### src/rtl/fetch_pkg.sv
// Shared types for the instruction-fetch PC generator.
package fetch_pkg;

  typedef enum logic {
    RUN  = 1'b0,
    TRAP = 1'b1
  } state_e;

  typedef enum logic [1:0] {
    PCSRC_SEQ    = 2'b00,
    PCSRC_BRANCH = 2'b01,
    PCSRC_JALR   = 2'b10
  } pcsrc_e;

  localparam int INSTR_BYTES = 4;

endpackage

### src/rtl/pc_target_calc.sv
// Combinational redirect target computation and alignment check.
module pc_target_calc
  import fetch_pkg::*;
#(
  parameter int WIDTH      = 32,
  parameter bit COMPRESSED = 1'b0
) (
  input  logic [1:0]       src,
  input  logic [WIDTH-1:0] base,
  input  logic [WIDTH-1:0] imm,
  input  logic [WIDTH-1:0] alu,
  output logic             src_valid,
  output logic [WIDTH-1:0] target,
  output logic             misaligned
);

  always_comb begin
    src_valid = 1'b0;
    target    = '0;
    case (src)
      PCSRC_BRANCH: begin
        src_valid = 1'b1;
        target    = base + imm;
      end
      PCSRC_JALR: begin
        src_valid = 1'b1;
        target    = {alu[WIDTH-1:1], 1'b0};
      end
      default: begin
        src_valid = 1'b0;
        target    = '0;
      end
    endcase
  end

  // Bit 0 is only ever set by a branch; bit 1 matters only without compressed instructions.
  if (COMPRESSED) begin : g_half_align
    assign misaligned = target[0];
  end else begin : g_word_align
    assign misaligned = target[1] | target[0];
  end

endmodule

### src/rtl/fetch_pc_unit.sv
// Fetch-stage PC register with valid/ready request handshake, redirect queue and misalignment trap.
module fetch_pc_unit
  import fetch_pkg::*;
#(
  parameter int               WIDTH        = 32,
  parameter logic [WIDTH-1:0] RESET_VECTOR = '0,
  parameter logic [WIDTH-1:0] TRAP_VECTOR  = 'h100,
  parameter bit               COMPRESSED   = 1'b0
) (
  input  logic             clk,
  input  logic             rst,
  input  logic             stall,
  input  logic             redirect_valid,
  input  logic [1:0]       redirect_src,
  input  logic [WIDTH-1:0] redirect_base,
  input  logic [WIDTH-1:0] redirect_imm,
  input  logic [WIDTH-1:0] redirect_alu,
  output logic             req_valid,
  input  logic             req_ready,
  output logic [WIDTH-1:0] req_pc,
  output logic [WIDTH-1:0] pc_plus4,
  output logic             trap_valid,
  output logic [WIDTH-1:0] trap_addr,
  input  logic             trap_ack
);

  state_e           state_q, state_d;
  logic [WIDTH-1:0] pc_q, pc_d;
  logic             pending_q, pending_d;
  logic             qvalid_q, qvalid_d;
  logic [WIDTH-1:0] qtarget_q, qtarget_d;
  logic             qmis_q, qmis_d;
  logic             trap_valid_q, trap_valid_d;
  logic [WIDTH-1:0] trap_addr_q, trap_addr_d;

  logic             calc_valid;
  logic [WIDTH-1:0] calc_target;
  logic             calc_mis;
  logic             redir_eff;
  logic             fire;
  logic             hold;
  logic             apply_en;
  logic [WIDTH-1:0] apply_target;
  logic             apply_mis;

  pc_target_calc #(
    .WIDTH      (WIDTH),
    .COMPRESSED (COMPRESSED)
  ) u_target (
    .src        (redirect_src),
    .base       (redirect_base),
    .imm        (redirect_imm),
    .alu        (redirect_alu),
    .src_valid  (calc_valid),
    .target     (calc_target),
    .misaligned (calc_mis)
  );

  // A request held by imem keeps req_valid up through stall until it fires.
  assign req_valid = !rst && (state_q == RUN) && (!stall || pending_q);
  assign fire      = req_valid && req_ready;
  assign hold      = req_valid && !req_ready;
  assign redir_eff = redirect_valid && calc_valid && (state_q == RUN);

  assign req_pc     = pc_q;
  assign pc_plus4   = pc_q + WIDTH'(INSTR_BYTES);
  assign trap_valid = trap_valid_q;
  assign trap_addr  = trap_addr_q;

  always_comb begin
    state_d      = state_q;
    pc_d         = pc_q;
    pending_d    = pending_q;
    qvalid_d     = qvalid_q;
    qtarget_d    = qtarget_q;
    qmis_d       = qmis_q;
    trap_valid_d = trap_valid_q;
    trap_addr_d  = trap_addr_q;
    apply_en     = 1'b0;
    apply_target = qtarget_q;
    apply_mis    = qmis_q;

    if (state_q == TRAP) begin
      if (trap_ack) begin
        pc_d         = TRAP_VECTOR;
        trap_valid_d = 1'b0;
        state_d      = RUN;
      end
    end else if (fire) begin
      pending_d = 1'b0;
      qvalid_d  = 1'b0;
      if (redir_eff) begin
        apply_en     = 1'b1;
        apply_target = calc_target;
        apply_mis    = calc_mis;
      end else if (qvalid_q) begin
        apply_en = 1'b1;
      end else begin
        pc_d = pc_q + WIDTH'(INSTR_BYTES);
      end
    end else if (hold) begin
      pending_d = 1'b1;
      if (redir_eff) begin
        qvalid_d  = 1'b1;
        qtarget_d = calc_target;
        qmis_d    = calc_mis;
      end
    end else if (redir_eff) begin
      apply_en     = 1'b1;
      apply_target = calc_target;
      apply_mis    = calc_mis;
    end

    // A misaligned target never reaches the PC; it parks in trap_addr instead.
    if (apply_en) begin
      if (apply_mis) begin
        state_d      = TRAP;
        trap_valid_d = 1'b1;
        trap_addr_d  = apply_target;
        qvalid_d     = 1'b0;
      end else begin
        pc_d = apply_target;
      end
    end
  end

  always_ff @(posedge clk or posedge rst) begin
    if (rst) begin
      state_q      <= RUN;
      pc_q         <= RESET_VECTOR;
      pending_q    <= 1'b0;
      qvalid_q     <= 1'b0;
      qtarget_q    <= '0;
      qmis_q       <= 1'b0;
      trap_valid_q <= 1'b0;
      trap_addr_q  <= '0;
    end else begin
      state_q      <= state_d;
      pc_q         <= pc_d;
      pending_q    <= pending_d;
      qvalid_q     <= qvalid_d;
      qtarget_q    <= qtarget_d;
      qmis_q       <= qmis_d;
      trap_valid_q <= trap_valid_d;
      trap_addr_q  <= trap_addr_d;
    end
  end

endmodule

### config.mk
export PLATFORM = sky130hd
export DESIGN_NAME = fetch_pc_unit
export DESIGN_NICKNAME = d
export VERILOG_FILES = /design/src/rtl/fetch_pkg.sv /design/src/rtl/pc_target_calc.sv /design/src/rtl/fetch_pc_unit.sv
export SDC_FILE = /design/constraint.sdc
export NUM_CORES = 1
export LEC_CHECK = 0
export CORE_MARGIN = 1
export CORE_UTILIZATION = 45
export DETAILED_ROUTE_END_ITERATION = 12
export GPL_ROUTABILITY_DRIVEN = 0
export PLACE_DENSITY = 0.74
export RECOVER_POWER = 100
export SLEW_MARGIN = 30
export SYNTH_ARGS = -nofsm -noshare
export SYNTH_HDL_FRONTEND = slang
export SYNTH_SLANG_ARGS = --single-unit
### constraint.sdc
create_clock -name clk -period 4.6 [get_ports clk]
set_input_delay 0.92 -clock clk [delete_from_list [all_inputs] [get_ports clk]]
set_output_delay 0.92 -clock clk [all_outputs]
set_load 0.05 [all_outputs]
==> impl_metrics.yaml <==
run_status:
  outcome: "finished, violations left"
  violations: "capacitance limit, slew limit"
finish:
  final_nets: 1258
  antennaDiodeCount: 0
  fillers: 1489
  utilization_pct: 60.49
  syn2layout_area_growth_pct: 31.96
  drive_gt1_share_pct: 5.605
  final_area_um2: 9996
sta:
  relSlewSlack_pct: -46.00
  rsz0062_at_grt: "no"
  tightestPinTransition_ps: 2178
  setup_viol_count_final: 0
  drv_slew: 52
  max_freq_mhz: 231.4
  fin_crit_ps: 4322
  final.setup.tns_ps: 0
  setup_ws_ps: 277.8
  finalHoldViolCount: 0
  holdWs_ps: 462.4
  fin_skew_ps: 9.206
  period_share_pct: 93.96
clock_tree:
  postCtsSetupBuffers: 0
  cts_tree: "built"
  cts-root-buf: "clkbuf_16"
  cts_resized: 0
  h-tree-depth: 3
  clock_latency_ps: 350
  hold_buffers: 0
  clkSinkCount: 101
  clock_path_buffers: 2
  numCtsBuffers: 9
  path_clk_slew_ps: 70
hold_path:
  hold_depth: 2
  worstHoldStart: "trap_addr[3]"
  holdPathEnd: "trap_addr[3]"
  min_path_type: "reg2reg"
critical_path:
  worst_ep_required_time_ps: 3680
  arrival_ps: 3400
  path_cells: "ha_1, and3_1, nand4_1, nor2_1, nand3_1, xnor2_1, dlygate4sd3_1"
  cp-end-kind: "output pin"
  critPathKind: "reg2out"
  path_max_fanout: 8
  cp_slowest_cell: "dlygate4sd3_1"
  startpoint_type: "register"
  r2r_cells: 7
  critPathBufInv: 1
  critPathMaxStageDelay_ps: 910
  path_delay_family: "simple AND/OR/NAND/NOR gates"
  r2r_end: "trap_addr[11]"
  reg2reg_setup_slack_ps: 1150
  reg2reg_from: "state_q"
floorplan:
  num_io_pins: 202
  die_w_um: 131.7
  die_h_um: 131.7
  core_um2: 16520
  row_count: 47
  start_util_pct: 45.84
  die-area_um2: 17360
grt:
  overflow: 0
  grtUsageTotal_pct: 25.84
  grt_start_max_net_pins: 69
  grt_pass1_wl_um: 35850
  grt_pass1_vias: 6766
  antenna_found_initial: 1
logic_synthesis:
  synthCells: 948
  synth.avg_cell_area_um2: 7.990
  ys_seq_area_share_pct: 33.37
  async_flop_share_pct: 100.0
  yosys-top-cells-area: "dfrtp_1, nand2_1, a21oi_1"
  synthesis.area_um2: 7575
  syn-num-nets: 1087
  yosysMostFrequentCell: "nand2_1"
  synth_top_area_share_pct: 33.37
  ys_seq_elements: 101
  synthTopCellsByCount: "nand2_1, dfrtp_1, a21oi_1, nor2_1, o21ai_0"
  synth_ff_type: "dfrtp_1"
  yosysTopAreaCell: "dfrtp_1"
  ys_types: 77
  yosysWarningCount: 0
  synth_edf_count: 0
drt:
  drc: 0
  ant_nets: 0
  viasPerCell: 5.688
  drt_pre_antenna_iters: 5
  drt-initial-drc-count: 497
  wl_per_cell_um: 16.69
  via_count: 7644
  totalWireLength_um: 22430
power:
  switchingPower_mw: 3.212
  pwr-share-clk_pct: 11.7
  combPwrFrac_pct: 59.6
  seqPwrFrac_pct: 28.6
  peakVddDrop_uv: 438.1
  p_int_mw: 2.839
  p_sw_share_pct: 53.08
  power_density_nw_per_um2: 605.4
  power_leakage_nw: 4.282
run:
  cap_violations: 1
placed_design:
  dp_slack_ps: 486.5
  placed_cell_area_um2: 9789
  dp_hpwl_um: 17590
  numPortBuffers: 200
cells in the final DEF (no fill, tap or decap), types with 3 or more instances in the layout:
master           synthesis  final
clkbuf_1                31      6
a21o_1                  15     15
ha_1                    34     34
nor3_1                  18     17
nand4_1                 13     13
inv_1                   24     23
and4_1                   3      3
a31oi_1                 22     22
a41oi_1                  5      5
and2_1                  10      8
buf_4                    2     11
clkbuf_16                0      9
a21oi_1                 95     95
o22ai_1                 10     10
o2bb2ai_1                5      5
o31ai_1                  4      4
a211oi_1                 4      4
nor2_1                  89     88
mux2_2                  13     13
or3_1                   11     11
dlygate4sd3_1            0    100
nand3_1                 22     22
o211ai_1                 6      7
o21ai_0                 81     85
nand2b_1                 9      9
xnor2_1                 19     19
and3_1                  16     16
nand2_1                145    145
mux2i_1                 11     11
or2_2                    4      4
clkdlybuf4s50_1          0    100
dfrtp_1                101    101
o21a_1                   5      5
o21bai_1                 5      5
xor2_1                  24     24
a221oi_1                10     11
worst max path at each step:
stage | startpoint | cells past startpoint | to | slack (ps)
final | req_pc[2] | 7 | pc_plus4[20] | 280
after floorplan | req_pc[2] | 8 | pc_plus4[26] | 820
after detailed placement | redirect_base[0] | 12 | req_pc[26] | 490
after CTS | req_pc[2] | 8 | pc_plus4[26] | 300
after global routing | req_pc[2] | 8 | pc_plus4[26] | 60
after global placement | redirect_base[0] | 12 | req_pc[26] | 500
layout make-up:
type	count	area [µm²]	area share, %
clock inverters	5	42.54	0.4256
inverters	24	91.34	0.9138
flip-flops and latches	101	2527	25.28
clock buffers	11	232.7	2.328
repair buffers	218	2122	21.23
well taps	220	275.3	2.754
multi-input cells	765	4705	47.06
through the flow:
stage	instances	total power [mW]
2_1_floorplan	948	4.217
3_3_place_gp	1328	5.470
3_5_place_dp	1328	5.527
4_1_cts	1344	6.247
5_1_grt	1344	6.372
6_report	1344	6.051
per-layer routing:
layer	part of all wire (%)	global-route usage, %	routed length, µm
met5	0.058	0	13
met2	46	41.21	10290
met3	6.8	3.729	1519
met1	46	37.22	10340
met4	1.2	5.362	271
worst min-delay path: cells and delay by family, from the launching register on:
family,cells,cell delay (ps)
simple gates,2,100
flops,1,340
cells by family (layout without fill, tap and decap cells):
| family | count (synthesis) | count (layout) | share of synthesized area, % |
|---|---|---|---|
| muxes | 25 | 25 | 3.584 |
| adders and majority gates | 35 | 35 | 5.880 |
| AOI/OAI and AO/OA | 309 | 309 | 26.16 |
| and+or+nand+nor | 353 | 353 | 21.54 |
| buffers and inverters | 82 | 258 | 4.493 |
| xor gates and xnor gates | 43 | 43 | 4.972 |
| DFF | 101 | 101 | 33.37 |
flip-flops by register name (all words and copies together) (netlist names):
signal and cells:
qtarget_q 32, req_pc 32, trap_addr 32, pending_q 1, qmis_q 1, qvalid_q 1, state_q 1, trap_valid 1
power by group through the flow:
stage          combinational, mW  clock, mW  sequential, mW
2_1_floorplan               1.63          0            2.58
3_3_place_gp                3.73          0            1.74
3_5_place_dp                3.77          0            1.75
4_1_cts                     3.79      0.721            1.74
5_1_grt                     3.82      0.755            1.80
6_report                    3.61      0.710            1.73
(Power assumes the default switching activity.)
